`src/rtl/lsu_mem_ctrl.sv`:
```
// rtl/lsu_mem_ctrl.sv - load/store unit between the hart datapath and a handshaked data memory
//
// Purpose: accepts one load/store at a time, traps on misalignment or illegal
// funct3, drives an aligned word address with byte mask and lane-shifted store
// data, waits for the memory response (with optional timeout) and returns
// extended load data or a trap as a one-cycle response pulse.
//
// Ports:
//   i_clk, i_rst                 clock, synchronous active-high reset
//   i_req_*, o_req_ready         core request (valid/ready, wen, funct3, addr, wdata)
//   o_rsp_valid/rdata/trap       registered one-cycle response to the core
//   o_mem_addr/ren/wen/wdata/mask  memory request, held stable in REQ
//   i_mem_ready/valid/rdata      memory accept, response/ack and read word
module lsu_mem_ctrl #(
  parameter int TIMEOUT_CYCLES = 16,
  parameter int CNT_WIDTH      = 8
) (
  input  logic        i_clk,
  input  logic        i_rst,
  input  logic        i_req_valid,
  output logic        o_req_ready,
  input  logic        i_req_wen,
  input  logic [2:0]  i_req_funct3,
  input  logic [31:0] i_req_addr,
  input  logic [31:0] i_req_wdata,
  output logic        o_rsp_valid,
  output logic [31:0] o_rsp_rdata,
  output logic        o_rsp_trap,
  output logic [31:0] o_mem_addr,
  output logic        o_mem_ren,
  output logic        o_mem_wen,
  output logic [31:0] o_mem_wdata,
  output logic [3:0]  o_mem_mask,
  input  logic        i_mem_ready,
  input  logic        i_mem_valid,
  input  logic [31:0] i_mem_rdata
);

  typedef enum logic [1:0] {S_IDLE, S_REQ, S_WAIT, S_RESP} state_t;

  localparam bit LP_TO_EN = (TIMEOUT_CYCLES != 0);
  localparam logic [CNT_WIDTH-1:0] LP_CNT_LAST =
    CNT_WIDTH'((TIMEOUT_CYCLES > 0) ? TIMEOUT_CYCLES - 1 : 0);

  state_t               r_state;
  state_t               w_next;
  logic [CNT_WIDTH-1:0] r_cnt;
  logic                 r_wen;
  logic [2:0]           r_funct3;
  logic [31:0]          r_addr;
  logic [31:0]          r_wdata;
  logic [31:0]          r_rsp_rdata;
  logic                 r_rsp_trap;

  logic        w_accept;
  logic        w_req_trap;
  logic        w_capture;
  logic        w_rsp_trap;
  logic        w_timeout;
  logic        w_in_req;
  logic [1:0]  w_off;
  logic [3:0]  w_mask;
  logic [31:0] w_rword;
  logic [31:0] w_load_data;

  assign w_accept = i_req_valid && (r_state == S_IDLE);
  assign w_in_req = (r_state == S_REQ);
  assign w_off    = r_addr[1:0];

  // Legality of the incoming request; funct3[1:0] encodes the access size.
  always_comb begin
    w_req_trap = 1'b0;
    if (i_req_wen) begin
      w_req_trap = (i_req_funct3 > 3'd2);
    end else begin
      w_req_trap = (i_req_funct3 == 3'd3) || (i_req_funct3[2:1] == 2'b11);
    end
    if ((i_req_funct3[1:0] == 2'b01) && i_req_addr[0]) begin
      w_req_trap = 1'b1;
    end
    if ((i_req_funct3[1:0] == 2'b10) && (i_req_addr[1:0] != 2'b00)) begin
      w_req_trap = 1'b1;
    end
  end

  // A response arriving on the last allowed cycle still wins over the timeout.
  assign w_timeout = LP_TO_EN && (r_cnt == LP_CNT_LAST) && !i_mem_valid;

  always_comb begin
    w_next     = r_state;
    w_capture  = 1'b0;
    w_rsp_trap = 1'b0;
    case (r_state)
      S_IDLE: begin
        if (w_accept) begin
          if (w_req_trap) begin
            w_next     = S_RESP;
            w_rsp_trap = 1'b1;
          end else begin
            w_next = S_REQ;
          end
        end
      end
      S_REQ: begin
        if (i_mem_ready) begin
          if (i_mem_valid) begin
            w_next    = S_RESP;
            w_capture = 1'b1;
          end else begin
            w_next = S_WAIT;
          end
        end
      end
      S_WAIT: begin
        if (i_mem_valid) begin
          w_next    = S_RESP;
          w_capture = 1'b1;
        end else if (w_timeout) begin
          w_next     = S_RESP;
          w_rsp_trap = 1'b1;
        end
      end
      S_RESP: begin
        w_next = S_IDLE;
      end
      default: begin
        w_next = S_IDLE;
      end
    endcase
  end

  // Byte-lane mask from access size and offset.
  always_comb begin
    case (r_funct3[1:0])
      2'b00:   w_mask = 4'b0001 << w_off;
      2'b01:   w_mask = 4'b0011 << w_off;
      default: w_mask = 4'b1111;
    endcase
  end

  // Bring the addressed bytes down to bit 0, then extend.
  assign w_rword = i_mem_rdata >> {w_off, 3'b000};

  always_comb begin
    case (r_funct3)
      3'd0:    w_load_data = {{24{w_rword[7]}}, w_rword[7:0]};
      3'd1:    w_load_data = {{16{w_rword[15]}}, w_rword[15:0]};
      3'd4:    w_load_data = {24'b0, w_rword[7:0]};
      3'd5:    w_load_data = {16'b0, w_rword[15:0]};
      default: w_load_data = w_rword;
    endcase
  end

  always_ff @(posedge i_clk) begin
    if (i_rst) begin
      r_state     <= S_IDLE;
      r_cnt       <= '0;
      r_wen       <= 1'b0;
      r_funct3    <= 3'd0;
      r_addr      <= 32'd0;
      r_wdata     <= 32'd0;
      r_rsp_rdata <= 32'd0;
      r_rsp_trap  <= 1'b0;
    end else begin
      r_state <= w_next;
      if (r_state == S_WAIT) begin
        r_cnt <= r_cnt + 1'b1;
      end else begin
        r_cnt <= '0;
      end
      if (w_accept) begin
        r_wen    <= i_req_wen;
        r_funct3 <= i_req_funct3;
        r_addr   <= i_req_addr;
        r_wdata  <= i_req_wdata;
      end
      // Response registers are only non-zero during the single RESP cycle.
      r_rsp_trap  <= w_rsp_trap;
      r_rsp_rdata <= (w_capture && !r_wen) ? w_load_data : 32'd0;
    end
  end

  assign o_req_ready = (r_state == S_IDLE);
  assign o_rsp_valid = (r_state == S_RESP);
  assign o_rsp_rdata = r_rsp_rdata;
  assign o_rsp_trap  = r_rsp_trap;
  assign o_mem_ren   = w_in_req && !r_wen;
  assign o_mem_wen   = w_in_req && r_wen;
  assign o_mem_addr  = w_in_req ? {r_addr[31:2], 2'b00} : 32'd0;
  assign o_mem_mask  = w_in_req ? w_mask : 4'b0000;
  assign o_mem_wdata = w_in_req ? (r_wdata << {w_off, 3'b000}) : 32'd0;

endmodule

```
`config.mk`:
```
export PLATFORM = sky130hd
export DESIGN_NAME = lsu_mem_ctrl
export DESIGN_NICKNAME = d
export VERILOG_FILES = /design/src/rtl/lsu_mem_ctrl.sv
export SDC_FILE = /design/constraint.sdc
export NUM_CORES = 1
export LEC_CHECK = 0
export CAP_MARGIN = 20
export CORE_MARGIN = 3
export CORE_UTILIZATION = 44
export DETAILED_ROUTE_END_ITERATION = 8
export GPL_TIMING_DRIVEN = 1
export HOLD_SLACK_MARGIN = 0.03
export PLACE_DENSITY_LB_ADDON = 0.3
export SKIP_CTS_REPAIR_TIMING = 1
export SLEW_MARGIN = 20
export SYNTH_ARGS = -nofsm -noshare
export SYNTH_HDL_FRONTEND = slang
export SYNTH_SLANG_ARGS = --single-unit
```
`constraint.sdc`:
```
create_clock -name i_clk -period 2.54 [get_ports i_clk]
set_clock_uncertainty 0.1 [all_clocks]
set_input_delay 0.508 -clock i_clk [delete_from_list [all_inputs] [get_ports i_clk]]
set_output_delay 0.508 -clock i_clk [all_outputs]
set_load 0.01 [all_outputs]
```
-- Word-level counts from Yosys, hierarchy flattened
Cells that the tools add are included.
- $add $sub $neg: 1
- multiply operators: 0
- div/mod/pow operators: 0
- magnitude comparators: 1
- eq/ne operators: 15
- shift-type cells: 4
- mux-type cells: 23
- bitwise logic cells: 2
- reduce and logical (&&, ||, !) cells: 17
- operators with widths (cell ; count):
    case mux 32 bit (4 select lines) ; 1
    2-to-1 mux 32 bit ; 2
    left shift 32 x 5 -> 32 bit ; 1
    right shift 32 x 5 -> 32 bit ; 1
    2-to-1 mux 1 bit ; 10
    2-to-1 mux 2 bit ; 5
    adder 8 x 1 -> 8 bit, second input constant ; 1
    equality test 2 bit, second input constant ; 4
    equality test 8 x 4 -> 1 bit, second input constant ; 1
    case mux 2 bit (4 select lines) ; 1
    case mux 4 bit (2 select lines) ; 1
    logical AND 1 bit ; 7
    equality test 2 x 1 -> 1 bit, second input constant ; 3
    equality test 3 bit, second input constant ; 2
    logical NOT 2 bit ; 2
    2-to-1 mux 4 bit ; 1
    case mux 1 bit (2 select lines) ; 2
    OR reduction 2 bit ; 2
    left shift 1 x 2 -> 4 bit, first input constant ; 1
    left shift 2 x 2 -> 4 bit, first input constant ; 1
    equality test 3 x 1 -> 1 bit, second input constant ; 1
    equality test 3 x 2 -> 1 bit, second input constant ; 1
    greater-than comparator 3 x 2 -> 1 bit, second input constant ; 1
    logical NOT 3 bit ; 1
    8 further kinds ; 10
- flip-flop bits (word level): 111
- latch bits: 0
- RAM bits: 0
- bits in read-only memories: 0
- input port bits: 105
- output and inout bits: 105
- memories kept: 0

-- Logic depth before layout (Yosys ltp)
Gate-level depths: netlist (run 1).
- depth after elaboration: 8
- gate-level depth with buffers: 8
- gate-level depth less buffers: 6

-- Worst setup path before layout (run 1)
Ideal clock, no wire load.
- kind: reg-to-output
- from: reg r_state[1]
- to: out o_mem_wdata[0]
- arrival: 1.525 ns
- slack: 0.407 ns
- cell stages (with the launch flop): 8
- path buffers: 2
- cells stage by stage: dfxtp_1 > inv_1 > ha_1 > clkbuf_1 > nand2b_1 > clkbuf_1 > nor2_1 > and2_1
- longest elaborated chain between the ends: 2
- ends and longest elaborated chain (item ; line ; RTL):
    start: declaration ; 45 ; state_t r_state;
    start signal: assignment ; 165 ; r_state <= w_next;
    equality test 2 x 1 -> 1 bit ; 67 ; assign w_in_req = (r_state == S_REQ);
    2-to-1 mux 32 bit ; 191 ; assign o_mem_wdata = w_in_req ? (r_wdata << {w_off, 3'b000}) : 32'd0;
    end: declaration ; 32 ; output logic [31:0] o_mem_wdata,
No other way between the ends.

-- Worst setup path in the final report (run 1)
- from: reg r_state[1]
- to: out o_mem_addr[7]
- longest elaborated chain between the ends: 2
- ends and longest elaborated chain (item ; line ; RTL):
    equality test 2 x 1 -> 1 bit ; 67 ;
    2-to-1 mux 32 bit ; 189 ; assign o_mem_addr = w_in_req ? {r_addr[31:2], 2'b00} : 32'd0;
    end: declaration ; 29 ; output logic [31:0] o_mem_addr,
No other way between the ends.

==> results of run 1 <==
worst min-delay path: stages (launching register included):
cell	delay (ns)
sky130_fd_sc_hd__dfxtp_1	0.31
sky130_fd_sc_hd__nand2_1	0.05
sky130_fd_sc_hd__a21oi_1	0.05
routing by layer:
metal / global-route usage [%] / part of all wire (%)
met1: 31.6 / 41
met2: 41.2 / 49
met4: 5.71 / 1.2
met5: 0 / 0
met3: 6.47 / 8.4
sequential cells by signal, indices dropped and copies added, names as in the netlist:
signal and flops:
r_addr 32, r_wdata 32, r_wen 1, r_cnt 8
o_rsp_trap 1, r_state 2, o_rsp_rdata 32, r_funct3 3
synth_stat cells, drive strengths merged, types with 3 or more instances:
library cell and n:
ha 6, nor2b 11, nand3 4, nand2b 3, inv 6, o211a 8
buf 22, clkbuf 31, nand2 171, mux2 9, and2 56, dfxtp 111
xor2 4, a21oi 79, a211oi 16, o21ai 26, mux2i 34, nor2 32
layout make-up:
class                      count  area (sq um)  share of cell area [%]
timing repair buffer         229          2400                    30.3
sequential                   111          2230                    28.2
clock buffer                  14           264                    3.34
clock inverter                 2          38.8                   0.490
inverter                       6          22.5                   0.285
tap                          143           179                    2.26
multi-input combinational    488          2780                    35.1
cell families (layout without fill, tap and decap cells):
| group | after synthesis | count (layout) | synth area share, % |
|---|---|---|---|
| other cells | 1 | 2 | 0.0719 |
| flops | 111 | 111 | 42.6 |
| fa+ha+maj | 6 | 6 | 1.44 |
| buf+inv | 59 | 251 | 4.84 |
| xor+xnor | 6 | 6 | 1.01 |
| mux | 44 | 44 | 8.90 |
| compound gates | 140 | 140 | 15.6 |
| simple gates | 290 | 290 | 25.6 |
final timing paths:
kind                                         to        from  depth (start not counted)
worst max-delay path              o_mem_addr[7]  r_state[1]                          5
worst min-delay path                  r_addr[8]   r_addr[8]                          2
worst max register to register  o_rsp_rdata[16]  r_state[0]                          6
worst min register to register        r_addr[8]   r_addr[8]                          2
through the flow:
| stage | utilization, % | cells | area, sq um | hold WS [ns] |
|---|---|---|---|---|
| after detailed placement | 64.2 | 972 | 7400 | 0.342 |
| after CTS | 66.9 | 988 | 7700 | 0.352 |
| final | 68.7 | 993 | 7920 | 0.351 |
| after global placement | 64.2 | 972 | 7400 | 0.325 |
| after floorplan | - | 658 | 5220 | 0.313 |
| after global routing | 68.7 | 993 | 7920 | 0.371 |
power by group through the flow:
stage                     Clock, mW  Combinational, mW  Sequential [mW]
final                          1.44               2.22             2.16
after global routing           1.56               2.42             2.18
after CTS                      1.47               2.10             2.16
after detailed placement          0               2.09             2.20
after global placement            0               2.04             2.19
after floorplan                   0               1.25             2.13
==> results by stage, run 1 <==
Worst setup path:
- The endpoint class of the critical path is an output port.
- The critical path's top delay family is buffers and inverters.
- Together, buffers and inverters on the worst path number 3.
- The maximum cell stage delay along the critical path is 0.55 ns.
- The critical path goes through inv_2 -> ha_4 -> clkbuf_16 -> and2_1 -> clkdlybuf4s50_1.
- Along the worst path, the maximum fanout reaches 27.
- The worst setup path is of the register to output port kind.
- STA puts the critical path data arrival time at 1.86 ns.
- For the worst setup path, the data required time is 1.93 ns.
- The cell at the slowest stage of the critical path is sky130_fd_sc_hd__clkdlybuf4s50_1.
- Setup slack on the worst reg-to-reg path comes out at 0.36 ns.
- STA classifies the critical path startpoint as a register.

Clock tree:
- In this run, CTS created clock tree buffers numbering 9.
- For the worst-skew pair, the clock arrives at the later sink with an insertion delay of 0.35 ns.
- The tree is rooted in a sky130_fd_sc_hd__clkbuf_16.
- The H-tree level count is 3.
- The total number of clock tree sinks is 111.
- TritonCTS built the clock tree.
- After clock tree synthesis, the clock-pin slew on the worst setup and hold paths is 0.07 ns.
- The number of buffers on the longest clock path is 2.

Global route:
- The maximum number of pins on one net before global-route repair is 73.
- The via count of the first global-routing pass is 4,970.
- Global routing finished with a remaining overflow of 0.
- The initial antenna violation count is 0.
- Global routing consumed, over all layers together, between 20 and 25% of the routing resources.
- The first global-routing pass estimated 25,600 um of wire.

Synthesis:
- The sequential cell area fraction in the yosys report is 42.6%.
- In this run the cell area of the synthesized design comes to 0.00522 sq mm.
- The most area-hungry cell type in the Yosys netlist is sky130_fd_sc_hd__dfxtp_1.
- In the synthesized netlist, the number of instances is 657.
- The number of flops mapped to enable cells by yosys is 0.
- The number of warnings printed during yosys synthesis is 0.
- The area share of the largest cell type after synthesis is 42.6%.
- The mean instance size in the synthesized netlist is 7.94 sq um.
- The count of state elements after synthesis is approximately 110.
- The fraction of registers with async set/reset is 0%.
- In this run, distinct cell masters in the synthesized netlist total 42.
- The most used flip-flop cell after synthesis is sky130_fd_sc_hd__dfxtp_1.
- Yosys attributes the largest share of cell area to sky130_fd_sc_hd__dfxtp_1 (43%), sky130_fd_sc_hd__nand2_1 (12%), sky130_fd_sc_hd__a21oi_1 (7.6%).

Place:
- The congestion estimate from routability-driven global placement came to 0.918.
- The HPWL reported at the end of detailed placement is ~12,000 um.
- OpenSTA, run right after detailed placement, puts the worst setup slack at 0.0408 ns.
- The count of port buffers added during placement is 207.

Power:
- Combinational logic is responsible for roughly two fifths of the overall power.
- The reported net switching power is 2.02 mW.
- In this run the power density over the cells is 736 mW/mm^2.
- In this run switching power makes up 34.7% of total power.
- The total power of the final layout is 5.82 mW.
- The internal portion of the total power is 3.80 mW.
- The relative contribution of the clock network to total power is 24.8%.
- In this run the static leakage power is around 3.7 nW.
- VDD sags by at most around 0.48 mV.
- Per report_power, the sequential group accounts for 37.1% of the total.

Layout:
- The commonest non-fill, non-tap cell in the layout is sky130_fd_sc_hd__nand2_1.
- Leaving out fill and tap cells, the most frequent cells in the layout are sky130_fd_sc_hd__nand2_1 (170), sky130_fd_sc_hd__clkdlybuf4s50_1 (166), sky130_fd_sc_hd__dfxtp_1 (107).
- From synthesis to final layout, the design area changed by 51.7%.
- The filler cells instantiated in the layout total roughly 900.
- The net count of the finished layout is 956.
- The share of final-layout standard cells stronger than drive strength 1 is 6.94%.
- The number of diodes added for antenna fixing is 0.

STA:
- The worst slew slack as a fraction of its limit is between 40% and 50%.
- Summed over all failing endpoints, the final setup total negative slack is 0 ns.
- The count of endpoints failing setup in the final report is 0.
- Setup slack closes at 0.0750 ns.
- The transition time at the pin with the least slew margin is 0.753 ns.
- The max-slew violation total from the final report is 0.
- The final-report hold violation count is 0.
- The clock period minus final worst setup slack is 2.46 ns.
- The worst path uses 97.0% of the clock period.
- Timing would allow up to 406 MHz.
- Setup repair after global routing left no endpoint under its margin.

Routing:
- The total DRC errors in the routed layout is 0.
- The overall routed net length is 17,100 um.
- The number of nets with antenna violations after detailed routing is 0.
- Dividing the detail-routed wire length by the instance count gives 17.2 um.
- For this run, the detailed router's first-pass iteration total came to 5.
- After the first detailed-routing iteration, the DRC count stood at 428.
- The total vias in the final route is 5,264.
- The average via count per standard cell is about 5.3.

Worst hold path:
- The worst min-delay path category is register to register.

Floorplanning:
- The total core area is 0.0115 sq mm.
- The floorplan step set the die height to 115 um.
- Pin placement for this block handled 210 I/O pins.
- The floorplan has 39 rows.
- For this configuration, the core starts out at a cell density of 45.3%.
- The floorplan step set the die width to 115 um.
- The floorplan step defined a die boundary enclosing around 0.013 sq mm.

Job:
- The max capacitance violation total is 0.

Outcome:
- The flow ran to the end, and the final reports show no timing, DRC or antenna violations.
Power figures use the tool's default switching activity.
==> run 2, diff against run 1 <==
--- a/config.mk
+++ b/config.mk
@@ -11,7 +11,7 @@
 export DETAILED_ROUTE_END_ITERATION = 8
 export GPL_TIMING_DRIVEN = 1
 export HOLD_SLACK_MARGIN = 0.03
-export PLACE_DENSITY_LB_ADDON = 0.3
+export PLACE_DENSITY = 0.81
 export SKIP_CTS_REPAIR_TIMING = 1
 export SLEW_MARGIN = 20
 export SYNTH_ARGS = -nofsm -noshare
==> results by stage, run 2 (same netlist as run 1, synthesis figures left out) <==
Outcome:
- The run finished with clean final reports.

STA:
- The total negative setup slack came to 0 ns (unchanged).
- The worst setup margin was 0.0522 ns (-0.0228 ns).
- The max-slew violation total from the final report is 0 (unchanged).
- The final critical-path share of the clock period is 97.9% (+0.90 points).
- The final-report hold violation count is 0 (unchanged).
- The maximum clock frequency was 402 MHz (-0.92%).
- The count of endpoints failing setup in the final report is 0 (unchanged).
- The transition time at the pin with the least slew margin is 0.748 ns (-0.00425 ns).
- The clock period minus final worst setup slack came to 2.49 ns (+0.0228 ns).
- The worst slew slack as a fraction of its limit is 50.1% (+0.28 points).
- Setup repair after global routing could not meet its margin everywhere.

Place:
- The HPWL reported at the end of detailed placement is 12,300 um (about the same).
- The count of port buffers added during placement came to 207 (unchanged).
- The routability congestion estimate is 0.876 (-4.5%).
- The worst-case setup slack after placement is 0.0246 ns (-0.0162 ns).

Worst setup path:
- The worst setup path is captured at an output port.
- The maximum fanout along the worst path is 37 (+37%).
- The signal on the critical path passes through inv_2 -> ha_4 -> buf_12 -> and2_1 -> clkdlybuf4s50_1.
- The cell at the slowest stage of the critical path is sky130_fd_sc_hd__clkdlybuf4s50_1.
- The endpoint required time on the critical path is 1.93 ns (about the same).
- The data arrival time of the critical path is 1.88 ns (+0.02 ns).
- Broken down by cell family, the worst path's largest delay share belongs to buffers and inverters.
- The critical path launch point type is a register.
- The worst setup path is of the register to output port kind.
- The maximum cell stage delay along the critical path is 0.54 ns (about the same).
- The number of buffers and inverters on the critical path is 3 (unchanged).

Routing:
- The average via count per standard cell is 5.28 (-0.41%).
- The total DRC errors in the routed layout is 0 (unchanged).
- The average wire length per cell after detail routing is 16.8 um (-2.2%).
- The number of nets with antenna violations after detailed routing is 0 (unchanged).
- The overall routed net length is 16,800 um (-1.3%).
- The total vias in the final route is 5,290 (+0.49%).
- The number of design-rule violations left by the first detailed-router iteration is 397 (-7.2%).
- The first-pass iteration count of the detailed router came to 5 (unchanged).

Global route:
- The via count of the first global-routing pass was 5,084 (+2.3%).
- The initial antenna violation count is 0 (unchanged).
- The global-route usage over all layers is 24.1% (-0.39 points).
- The wire length of the first global-routing pass is 25,300 um (-1.3%).
- The global-route congestion overflow total is 0 (unchanged).
- The maximum number of pins on one net before global-route repair is 73 (unchanged).

Clock tree:
- The CTS tree is yes.
- The clock edge transition at the registers on the reported setup and hold paths is 0.07 ns (about the same).
- The H-tree level count is 3 (unchanged).
- The root buffer cell chosen for the clock tree is sky130_fd_sc_hd__clkbuf_16.
- The total CTS buffers is 9 (unchanged).
- The number of buffers on the longest clock path is 2 (unchanged).
- The total number of clock tree sinks was 111 (unchanged).
- The clock insertion delay at the later pin of the skew report is 0.35 ns (about the same).

Power:
- The power density over the cells was 738 mW/mm^2 (+0.27%).
- The maximum VDD drop is 0.710 mV (+47%).
- The leakage dissipation is 3.66 nW (-1.7%).

Floorplanning:
- The effective utilization at floorplan is 45.3% (unchanged).
- The die outline width is 115 um (unchanged).
- The total core area is 0.0115 sq mm (unchanged).
- The overall die height is 115 um (unchanged).
- The total die area is 0.0132 sq mm (unchanged).
- The standard-cell row count came to 39 (unchanged).
- The number of top-level pins came to 210 (unchanged).

Layout:
- In the layout the commonest cells are sky130_fd_sc_hd__clkdlybuf4s50_1 (172), sky130_fd_sc_hd__nand2_1 (170), sky130_fd_sc_hd__dfxtp_1 (107).
- The area growth from synthesis to final layout is 53.1%.
- The total number of nets in the final design is 965 (+0.94%).
- The library cell used most frequently in the layout, excluding fill and tap cells, is sky130_fd_sc_hd__clkdlybuf4s50_1.
- The number of diodes added for antenna fixing was 0 (unchanged).
- The share of final-layout standard cells stronger than drive strength 1 is 9.08% (+2.1 points).

Job:
- The max capacitance violation total is 0 (unchanged).

Worst hold path:
- The worst min-delay path category is register to register.
run 2: cell count changes in the layout (fill, tap and decap cells not counted), moves of 2 or more:
cell and change:
sky130_fd_sc_hd__clkdlybuf4s50_1 +6, sky130_fd_sc_hd__mux2i_2 +4, sky130_fd_sc_hd__buf_4 +10, sky130_fd_sc_hd__o21ai_0 -3
sky130_fd_sc_hd__o21ai_1 +2, sky130_fd_sc_hd__mux2i_1 -5, sky130_fd_sc_hd__clkbuf_1 -3, sky130_fd_sc_hd__dlymetal6s2s_1 -6
run 2: metrics by stage:
step | power, mW | cells | hold WS (ns) | utilization [%] | instance area (sq um)
floorplan | 3.38 | 658 | 0.313 | - | 5220
global placement | 4.21 | 977 | 0.326 | 64.4 | 7420
detailed placement | 4.28 | 977 | 0.334 | 64.4 | 7420
CTS | 5.77 | 993 | 0.344 | 67.2 | 7740
global route | 6.22 | 1002 | 0.363 | 69.4 | 7990
finish | 5.89 | 1002 | 0.345 | 69.4 | 7990
run 2: worst paths after layout:
kind	slack, ns	end	cells past startpoint	startpoint
worst max-delay path	0.05	o_mem_addr[16]	5	r_state[1]
worst min-delay path	0.35	r_cnt[0]	1	r_cnt[0]
worst max register to register	0.53	o_rsp_rdata[20]	5	r_state[0]
worst min register to register	0.35	r_cnt[0]	1	r_cnt[0]
run 2: metal layers:
metal | up-vias | track usage, % | wire [um]
met5 | - | 0 | 0
met4 | 0 | 8.76 | 338
met3 | 29 | 6.16 | 1240
met2 | 213 | 41.6 | 8260
met1 | 2471 | 29.0 | 7000
li1 | 2577 | - | -
run 2: power breakdown:
part | switching [mW] | internal [mW] | leakage, nW | total (mW)
Sequential | 0.176 | 1.98 | 0.906 | 2.16
Clock | 0.638 | 0.848 | 0.159 | 1.49
Combinational | 1.23 | 1.02 | 2.59 | 2.25
Total | 2.04 | 3.85 | 3.66 | 5.89
run 2: layout make-up:
cell class              count  area (sq um)
repair buffers            237          2410
clock inverters             4          52.6
fillers                   897          3530
multi-input cells         489          2820
well taps                 143           179
inverters                   6          22.5
clock buffers              12           267
flip-flops and latches    111          2230
